--- src/rtl/spi_pwm_pkg.sv ---
// Shared constants, command layout and elaboration-time helpers for the
// multi-channel SPI-controlled PWM block.
package spi_pwm_pkg;

    localparam int CMD_WIDTH   = 8;
    localparam int CMD_W       = 7;
    localparam int CMD_BCAST   = 6;
    localparam int CMD_IDX_MSB = 5;
    localparam int IDX_WIDTH   = CMD_IDX_MSB + 1;

    typedef struct packed {
        logic                 w;
        logic                 bcast;
        logic [IDX_WIDTH-1:0] idx;
    } cmd_t;

    function automatic int clog2(input int v);
        int r;
        int x;
        r = 0;
        x = v - 1;
        while (x > 0) begin
            r++;
            x = x >> 1;
        end
        return r;
    endfunction

    function automatic int frame_len(input int duty_width);
        return CMD_WIDTH + duty_width;
    endfunction

endpackage

--- src/rtl/spi_pwm_frame_rx.sv ---
// SPI slave front end: synchronisers, edge detection, bit counting and the
// RX/TX shift registers. Completion signals are single-cycle combinational pulses.
module spi_pwm_frame_rx
    import spi_pwm_pkg::*;
#(
    parameter int DUTY_WIDTH = 8,
    parameter int CPOL       = 1,
    parameter int CPHA       = 1,
    parameter int MSB_FIRST  = 1
) (
    input  logic                  gclk,
    input  logic                  grst_n,
    input  logic                  sclk,
    input  logic                  cs,
    input  logic                  mosi,
    input  logic [DUTY_WIDTH-1:0] rd_data,
    output logic [CMD_WIDTH-1:0]  cmd,
    output logic [DUTY_WIDTH-1:0] data,
    output logic                  frame_valid,
    output logic                  short_frame,
    output logic                  read_req,
    output logic [IDX_WIDTH-1:0]  read_idx,
    output logic                  miso
);

    localparam int             FL          = frame_len(DUTY_WIDTH);
    localparam int             BCW         = clog2(FL + 1);
    localparam logic [BCW-1:0] FULL        = BCW'(FL);
    localparam logic [BCW-1:0] LAST_BIT    = BCW'(FL - 1);
    localparam logic [BCW-1:0] CMD_LAST    = BCW'(CMD_WIDTH - 1);
    localparam bit             SAMPLE_RISE = (CPOL == CPHA);

    // [1] is the synchronised value, [2] the previous one for edge detection
    logic [2:0]            sclk_sy;
    logic [2:0]            cs_sy;
    logic [1:0]            mosi_sy;
    logic                  in_frame;
    logic [BCW-1:0]        bit_cnt;
    logic [FL-1:0]         rx_shift;
    logic [FL-1:0]         rx_next;
    logic [DUTY_WIDTH-1:0] tx_shift;
    logic                  miso_r;
    logic [CMD_WIDTH-1:0]  cmd_early;
    logic                  cmd_unused;

    logic sclk_rise, sclk_fall, cs_rise, cs_fall;
    logic sample_edge, shift_edge, take_bit;

    assign sclk_rise   = sclk_sy[1] & ~sclk_sy[2];
    assign sclk_fall   = ~sclk_sy[1] & sclk_sy[2];
    assign cs_rise     = cs_sy[1] & ~cs_sy[2];
    assign cs_fall     = ~cs_sy[1] & cs_sy[2];
    assign sample_edge = in_frame & (SAMPLE_RISE ? sclk_rise : sclk_fall);
    assign shift_edge  = in_frame & (SAMPLE_RISE ? sclk_fall : sclk_rise);
    assign take_bit    = sample_edge & (bit_cnt < FULL);

    always_comb begin
        if (MSB_FIRST != 0) rx_next = {rx_shift[FL-2:0], mosi_sy[1]};
        else                rx_next = {mosi_sy[1], rx_shift[FL-1:1]};
    end

    // Command byte as it stands once its last bit is taken (before the data field)
    assign cmd_early = (MSB_FIRST != 0) ? rx_next[CMD_WIDTH-1:0] : rx_next[FL-1 -: CMD_WIDTH];
    assign cmd       = (MSB_FIRST != 0) ? rx_next[FL-1 -: CMD_WIDTH] : rx_next[CMD_WIDTH-1:0];
    assign data      = (MSB_FIRST != 0) ? rx_next[DUTY_WIDTH-1:0] : rx_next[FL-1 -: DUTY_WIDTH];

    assign frame_valid = take_bit & (bit_cnt == LAST_BIT);
    assign read_req    = take_bit & (bit_cnt == CMD_LAST) & ~cmd_early[CMD_W];
    assign read_idx    = cmd_early[CMD_IDX_MSB:0];
    assign cmd_unused  = cmd_early[CMD_BCAST];
    assign short_frame = in_frame & cs_rise & (bit_cnt < FULL);
    assign miso        = miso_r & ~cs;

    always_ff @(posedge gclk or negedge grst_n) begin
        if (!grst_n) begin
            sclk_sy  <= '0;
            cs_sy    <= '0;
            mosi_sy  <= '0;
            in_frame <= 1'b0;
            bit_cnt  <= '0;
            rx_shift <= '0;
            tx_shift <= '0;
            miso_r   <= 1'b0;
        end else begin
            sclk_sy <= {sclk_sy[1:0], sclk};
            cs_sy   <= {cs_sy[1:0], cs};
            mosi_sy <= {mosi_sy[0], mosi};
            if (cs_fall) begin
                in_frame <= 1'b1;
                bit_cnt  <= '0;
                rx_shift <= '0;
                tx_shift <= '0;
                miso_r   <= 1'b0;
            end else if (cs_rise) begin
                in_frame <= 1'b0;
                tx_shift <= '0;
                miso_r   <= 1'b0;
            end else begin
                if (take_bit) begin
                    rx_shift <= rx_next;
                    bit_cnt  <= bit_cnt + 1'b1;
                end
                if (read_req) begin
                    tx_shift <= rd_data;
                end else if (shift_edge) begin
                    if (MSB_FIRST != 0) begin
                        miso_r   <= tx_shift[DUTY_WIDTH-1];
                        tx_shift <= tx_shift << 1;
                    end else begin
                        miso_r   <= tx_shift[0];
                        tx_shift <= tx_shift >> 1;
                    end
                end
            end
        end
    end

endmodule

--- src/rtl/spi_pwm_multi.sv ---
// Multi-channel PWM with SPI-written duty registers; shadow duties move to
// the active set at each period boundary so outputs never change mid-period.
module spi_pwm_multi
    import spi_pwm_pkg::*;
#(
    parameter int CHANNELS   = 4,
    parameter int DUTY_WIDTH = 8,
    parameter int MAX_VALUE  = 2**DUTY_WIDTH - 1,
    parameter int PRESCALE   = 16,
    parameter int CPOL       = 1,
    parameter int CPHA       = 1,
    parameter int MSB_FIRST  = 1
) (
    input  logic                IN_CLOCK,
    input  logic                IN_RESET,
    input  logic                IN_ENABLE,
    input  logic                SCLK,
    input  logic                CS,
    input  logic                MOSI,
    output logic                MISO,
    output logic [CHANNELS-1:0] OUT_PWM_SIGNAL,
    output logic                OUT_FRAME_DONE,
    output logic                OUT_FRAME_ERROR,
    output logic                OUT_PERIOD_START
);

    localparam int                    PW         = (PRESCALE > 1) ? clog2(PRESCALE) : 1;
    localparam logic [PW-1:0]         PRESC_LAST = PW'(PRESCALE - 1);
    localparam logic [DUTY_WIDTH-1:0] CNT_LAST   = DUTY_WIDTH'(MAX_VALUE - 1);

    logic [CHANNELS-1:0][DUTY_WIDTH-1:0] shadow;
    logic [CHANNELS-1:0][DUTY_WIDTH-1:0] active;
    logic [CHANNELS-1:0]                 pwm_next;
    logic [PW-1:0]                       presc;
    logic [DUTY_WIDTH-1:0]               cnt;
    logic                                en_d;

    logic [CMD_WIDTH-1:0]  cmd_raw;
    cmd_t                  cmd;
    logic [DUTY_WIDTH-1:0] data;
    logic [DUTY_WIDTH-1:0] rd_data;
    logic [IDX_WIDTH-1:0]  read_idx;
    logic frame_valid, short_frame, read_req;
    logic idx_ok, wr_hit, bad_idx, tick, period_end, en_rise;

    spi_pwm_frame_rx #(
        .DUTY_WIDTH (DUTY_WIDTH),
        .CPOL       (CPOL),
        .CPHA       (CPHA),
        .MSB_FIRST  (MSB_FIRST)
    ) u_rx (
        .gclk        (IN_CLOCK),
        .grst_n      (IN_RESET),
        .sclk        (SCLK),
        .cs          (CS),
        .mosi        (MOSI),
        .rd_data     (rd_data),
        .cmd         (cmd_raw),
        .data        (data),
        .frame_valid (frame_valid),
        .short_frame (short_frame),
        .read_req    (read_req),
        .read_idx    (read_idx),
        .miso        (MISO)
    );

    assign cmd        = cmd_t'(cmd_raw);
    assign idx_ok     = int'(cmd.idx) < CHANNELS;
    assign wr_hit     = frame_valid & cmd.w & (cmd.bcast | idx_ok);
    assign bad_idx    = frame_valid & ~cmd.bcast & ~idx_ok;
    assign tick       = IN_ENABLE & (presc == PRESC_LAST);
    assign period_end = tick & (cnt == CNT_LAST);
    assign en_rise    = IN_ENABLE & ~en_d;

    // Out-of-range read index falls through to zero
    always_comb begin
        rd_data = '0;
        for (int i = 0; i < CHANNELS; i++) begin
            if (read_req && int'(read_idx) == i) rd_data = active[i];
        end
    end

    for (genvar g = 0; g < CHANNELS; g++) begin : g_ch
        assign pwm_next[g] = IN_ENABLE & (cnt < active[g]);
    end

    always_ff @(posedge IN_CLOCK or negedge IN_RESET) begin
        if (!IN_RESET) begin
            presc <= '0;
            cnt   <= '0;
            en_d  <= 1'b0;
        end else begin
            en_d <= IN_ENABLE;
            if (!IN_ENABLE) begin
                presc <= '0;
                cnt   <= '0;
            end else if (tick) begin
                presc <= '0;
                cnt   <= (cnt == CNT_LAST) ? '0 : cnt + 1'b1;
            end else begin
                presc <= presc + 1'b1;
            end
        end
    end

    // A write landing on the copy cycle only reaches active next period
    always_ff @(posedge IN_CLOCK or negedge IN_RESET) begin
        if (!IN_RESET) begin
            shadow <= '0;
            active <= '0;
        end else begin
            if (period_end || en_rise) active <= shadow;
            for (int i = 0; i < CHANNELS; i++) begin
                if (wr_hit && (cmd.bcast || int'(cmd.idx) == i)) shadow[i] <= data;
            end
        end
    end

    always_ff @(posedge IN_CLOCK or negedge IN_RESET) begin
        if (!IN_RESET) begin
            OUT_PWM_SIGNAL   <= '0;
            OUT_FRAME_DONE   <= 1'b0;
            OUT_FRAME_ERROR  <= 1'b0;
            OUT_PERIOD_START <= 1'b0;
        end else begin
            OUT_PWM_SIGNAL   <= pwm_next;
            OUT_FRAME_DONE   <= frame_valid & ~bad_idx;
            OUT_FRAME_ERROR  <= bad_idx | short_frame;
            OUT_PERIOD_START <= period_end;
        end
    end

endmodule

--- config.mk ---
export PLATFORM = sky130hd
export DESIGN_NAME = spi_pwm_multi
export DESIGN_NICKNAME = d
export VERILOG_FILES = /design/src/rtl/spi_pwm_pkg.sv /design/src/rtl/spi_pwm_frame_rx.sv /design/src/rtl/spi_pwm_multi.sv
export SDC_FILE = /design/constraint.sdc
export NUM_CORES = 1
export LEC_CHECK = 0
export BUFFER_PORTS_ARGS = -buffer_cell sky130_fd_sc_hd__buf_4
export CAP_MARGIN = 40
export CORE_MARGIN = 8
export CORE_UTILIZATION = 40
export DETAILED_ROUTE_END_ITERATION = 7
export HOLD_SLACK_MARGIN = 0.08
export PLACE_DENSITY = 0.54
export SLEW_MARGIN = 30
export SYNTH_ARGS = -nofsm -noshare
export SYNTH_HDL_FRONTEND = slang
export SYNTH_SLANG_ARGS = --single-unit
--- constraint.sdc ---
create_clock -name IN_CLOCK -period 2.5 [get_ports IN_CLOCK]
set_input_delay 0.25 -clock IN_CLOCK [delete_from_list [all_inputs] [get_ports IN_CLOCK]]
set_output_delay 0.25 -clock IN_CLOCK [all_outputs]
set_load 0.05 [all_outputs]
## Yosys cells after proc, flatten, opt, wreduce, memory -nomap -nowiden

Index checks and enable logic that the tools add are counted.

| storage, ports and cells | value |
|---|---|
| bits of input ports | 6 |
| logic and storage cells | 128 |
| bits in registers | 122 |

| cells by class | value |
|---|---|
| reduce and logical (&&, ||, !) cells | 21 |
| bitwise gates (word level) | 37 |
| $add $sub $neg | 3 |
| muxes and demuxes | 25 |
| $lt $le $gt $ge | 6 |
| equal/unequal tests | 13 |

Operators with widths:

| cell | count |
|---|---|
| $mux W8 | 11 |
| $mux W15 | 3 |
| $lt A8 B8 Y1 | 4 |
| $and A1 B1 Y1 | 25 |
| $eq A6 B3 Y1 const B | 4 |
| $mux W5 | 3 |
| $eq A6 B2 Y1 const B | 2 |
| $logic_not A6 Y1 | 2 |
| $not A1 Y1 | 10 |
| $add A8 B1 Y8 const B | 1 |
| $eq A8 B8 Y1 const B | 1 |
| $logic_and A1 B1 Y1 | 8 |
| $mux W4 | 2 |
| $lt A6 B3 Y1 const B | 1 |
| $mux W1 | 6 |
| $add A5 B1 Y5 const B | 1 |
| $eq A5 B3 Y1 const B | 1 |
| $eq A5 B4 Y1 const B | 1 |
| $logic_or A1 B1 Y1 | 5 |
| $lt A5 B5 Y1 const B | 1 |
| $add A4 B1 Y4 const B | 1 |
| $eq A4 B4 Y1 const B | 1 |
| $reduce_and A2 Y1 | 2 |
| $reduce_bool A2 Y1 | 2 |
| 6 further kinds | 7 |

## Longest topological paths before layout

| depth | value |
|---|---|
| depth after elaboration | 14 |
| gate-level depth with buffers | 7 |
| depth with buffers taken out | 6 |

## Modules after synthesis

From an unflattened synthesis, not the netlist that was laid out.

| second synthesis, totals | value |
|---|---|
| cells, all modules | 479 |
| area total of the unflattened synthesis | 5,969.5 µm² |

Modules (own cells, without submodules):

| module | cells each | area an instance (µm²) | instances |
|---|---|---|---|
| spi_pwm_multi | 337 | 4,297.9 | 1 |
| spi_pwm_frame_rx | 142 | 1,671.6 | 1 |

## Worst setup path after synthesis

No wires, ideal clock.

| path | value |
|---|---|
| path kind | reg-to-reg |
| from | register u_rx.bit_cnt[0] |
| to | register shadow[24] (netlist name) |
| arrival time | 1,803 ps |
| cell stages (with the launch flop) | 8 |
| library setup time | 125 ps |
| buffers on the path | 1 |
| path slack | 572 ps |
| required time | 2,375 ps |
| cell sequence | dfrtp_1 > ha_1 > and3_1 > ha_1 > o2111ai_4 > or2_1 > buf_6 > mux2_4 |

| between the ends | value |
|---|---|
| word-level cells in the longest chain between the ends | 6 |
| elaborated cells on any way between the ends | 7 |

Ends and longest elaborated chain:

| element | line | text |
|---|---|---|
| start: declaration | spi_pwm_frame_rx.sv:38 | `logic [BCW-1:0] bit_cnt;` |
| start signal: assignment | spi_pwm_frame_rx.sv:101 | `bit_cnt <= bit_cnt + 1'b1;` |
| $lt A5 B5 Y1 | spi_pwm_frame_rx.sv:55 | `assign take_bit = sample_edge & (bit_cnt < FULL);` |
| $and A1 B1 Y1 | spi_pwm_frame_rx.sv:55 |  |
| $and A1 B1 Y1 (*) | spi_pwm_frame_rx.sv:67 | `assign frame_valid = take_bit & (bit_cnt == LAST_BIT);` |
| $and A1 B1 Y1 (*) (2 in a row) | spi_pwm_multi.sv:69 | `assign wr_hit = frame_valid & cmd.w & (cmd.bcast \| idx_ok);` |
| $logic_and A1 B1 Y1 (*) | spi_pwm_multi.sv:114 | `if (wr_hit && (cmd.bcast \|\| int'(cmd.idx) == i)) shadow[i] <= data;` |
| end: declaration | spi_pwm_multi.sv:31 | `logic [CHANNELS-1:0][DUTY_WIDTH-1:0] shadow;` |

Mark *: on every way between the ends. The rest lies on a longest branch, timed or not.
A chain may end at the register's enable or synchronous reset.

## Worst setup path after layout

Ends and elaborated chain as after synthesis.

==> impl_metrics.env <==
export IMPL_wl_per_cell_um=17.5
export IMPL_antenna_cells=0
export IMPL_synth_top_flop_cell="dfrtp_1"
export IMPL_dpl_hpwl_um=8900
export IMPL_yosysWarnings=0
export IMPL_synth_area_um2=5980
export IMPL_num_vias=3949
export IMPL_path_class="register to register"
export IMPL_total_power_mw=4.85
export IMPL_busiest_layer="met2"
export IMPL_grt_util_met3_pct=2.98
export IMPL_cts_sinks=122
export IMPL_power_density_nw_per_um2=695
export IMPL_p_leak_nw=3.30
export IMPL_grtUsageMet2_pct=20.7
export IMPL_rrSetupSlack_ns=0.33
export IMPL_synth_top_cell_by_area="dfrtp_1"
export IMPL_grtUsageMet1_pct=19.2
export IMPL_end_kind="register"
export IMPL_crit_start="u_rx.bit_cnt[0]"
export IMPL_numCtsBuffers=17
export IMPL_core_area_um2=14600
export IMPL_dr_pass1_iters=7
export IMPL_timing_rr_start="u_rx.bit_cnt[0]"
export IMPL_drt_iter0_markers=310
export IMPL_whs_ns=0.302
export IMPL_synthArstFlopShare_pct=100
export IMPL_die_area_um2=19100
export IMPL_max_freq_mhz=461
export IMPL_peakVddDrop_uv=483
export IMPL_area_growth_pct=16.7
export IMPL_grt_pass1_wl_um=21500
export IMPL_die_h_um=138
export IMPL_grt_max_degree=73
export IMPL_placed_area_um2=6310
export IMPL_drv_cap=0
export IMPL_syn_nets=557
export IMPL_synth_area_top_cells="dfrtp_1 (51%), mux2_2 (11%), ha_1 (7.5%)"
export IMPL_setup_tns_ns=0
export IMPL_synth_most_common_cell="dfrtp_1"
export IMPL_required_ns=2.80
export IMPL_worst_pin_slew_ns=0.506
export IMPL_worstSetupEndpoint="shadow[24]"
export IMPL_drive_gt1_share_pct=23.2
export IMPL_routed_via_density=5.33
export IMPL_r2r_end="shadow[24]"
export IMPL_syn_inst=515
export IMPL_worstPathArrival_ns=2.47
export IMPL_initial_core_util_pct=41.0
export IMPL_routed_wl_um=13000
export IMPL_setup_viol=0
export IMPL_finalInstanceArea_um2=6980
export IMPL_tritoncts="yes"
export IMPL_cts_path_max_buffers=2
export IMPL_status="completed"
export IMPL_reg2reg_depth=6
export IMPL_synth_seq_cells=122
export IMPL_globalRouteOverflowTotal=0
export IMPL_drv_slew=0
export IMPL_fin_nets=587
export IMPL_antenna_left=0
export IMPL_synth_top_area_share_pct=51.1
export IMPL_grt_pass1_vias=3916
export IMPL_finClkSkew_ns=0.00821
export IMPL_htreeDepth=4
export IMPL_timing_final_crit_period_ns=2.17
export IMPL_finalHoldViolations=0
export IMPL_gp_congestion=0.755
export IMPL_cp_start_kind="register"
export IMPL_antenna_found_initial=0
export IMPL_clkTransAtPathRegs_ns=0.05
export IMPL_hold_class="input port to asynchronous set/reset pin"
export IMPL_std_cell_rows=44
export IMPL_grt_use_total_pct=14.1
export IMPL_fp_dieW_um=138
export IMPL_ios=14
export IMPL_synth_edf_count=0
export IMPL_drc=0
export IMPL_root_buffer="clkbuf_16"
export IMPL_synth_cell_type_count=53
export IMPL_clock_latency_ns=0.42
export IMPL_ys_top_cells_by_count="dfrtp_1 (122), mux2_2 (57), o21ai_0 (37)"
export IMPL_fin_crit_sh_pct=86.8
export IMPL_port_buffers=13
export IMPL_crit_fanout=8
export IMPL_synth_seq_area_share_pct=51.1
export IMPL_rsz0062_at_grt="no"
export IMPL_syn_area_per_cell_um2=11.6
export IMPL_timing_slew_headroom_pct=66.2
## power by group
group,total [mW],internal [mW],leakage (nW),switching (mW)
sequential,2.12,2.03,1.67,0.0965
combinational,0.302,0.120,1.33,0.182
clock,2.42,1.59,0.289,0.833
## flip-flops by register name, indices dropped and copies added, names as in the netlist, 2 cells and up
name and flops:
u_rx.cs_sy 3, u_rx.mosi_sy 2, u_rx.rx_shift 15, OUT_PWM_SIGNAL 4
cnt 8, active 32, shadow 32, u_rx.bit_cnt 5
u_rx.sclk_sy 3, presc 4, u_rx.tx_shift 8
## critical path: stages, from the launching register on
cell	delay [ns]
dfrtp_1	0.41
ha_1	0.27
and3_1	0.18
ha_1	0.22
o2111ai_4	0.15
or2_1	0.45
mux2_4	0.36
## through the flow
step,cells,worst slack (ns),utilization (%)
global route,741,0.225,47.8
detailed placement,703,0.357,43.2
finish,741,0.330,47.8
floorplan,515,0.572,-
CTS,739,0.337,47.6
global placement,703,0.390,43.2
## timing repair
action | 4_1_cts | 5_1_grt
endpoints found under the hold margin | 30 | 0
setup buffers | 0 | 0
hold buffers | 5 | 0
setup endpoints to repair | 0 | 0
gates resized for setup | 0 | 0
## layer usage
layer  vias to the layer above  wire, um
met5                         -         0
met4                         0       289
met3                        21       386
met2                        81      5840
met1                      1949      6440
li1                       1898         -
## worst min path at each step
stage	startpoint	to	slack (ns)	depth (start not counted)
2_1_floorplan	IN_RESET	OUT_FRAME_DONE	-0.05	0
3_3_place_gp	IN_RESET	u_rx.rx_shift[11]	0.20	1
3_5_place_dp	IN_RESET	u_rx.rx_shift[11]	0.20	1
4_1_cts	IN_RESET	u_rx.rx_shift[11]	0.30	2
5_1_grt	IN_RESET	u_rx.rx_shift[11]	0.32	2
6_report	IN_RESET	u_rx.rx_shift[11]	0.30	2
## area by class of cell
cell class / count / area (um^2)
Clock inverter: 6 / 86.3
Multi-Input combinational cell: 338 / 2690
Fill cell: 1308 / 7610
Tap cell: 184 / 230
Timing Repair Buffer: 30 / 274
Sequential cell: 122 / 3050
Clock buffer: 25 / 505
Inverter: 36 / 135
## cell families (layout without fill, tap and decap cells)
group | after synthesis | after routing | synth area share [%]
mux | 74 | 74 | 14.3
simple gates | 126 | 126 | 11.5
compound gates | 99 | 99 | 11.2
xor+xnor | 3 | 3 | 0.440
flops | 122 | 122 | 51.1
buf+inv | 55 | 97 | 3.98
fa+ha+maj | 36 | 36 | 7.53
## cell usage in the layout (no fill, tap or decap), types with 7 or more instances in the layout
master,Yosys,layout
dfrtp_1,122,122
mux2_2,57,57
o21ai_0,37,37
inv_1,36,36
ha_1,36,36
nand2_1,33,33
buf_4,3,21
nand3_1,20,20
nor2_1,19,19
nand2b_1,18,18
clkbuf_16,0,17
a21oi_1,11,11
and2_1,10,10
a21o_1,10,10
a211oi_1,9,9
mux2i_1,9,9
mux2_4,8,8
a32oi_1,7,7
No activity file was read; power rests on OpenSTA's default activity.
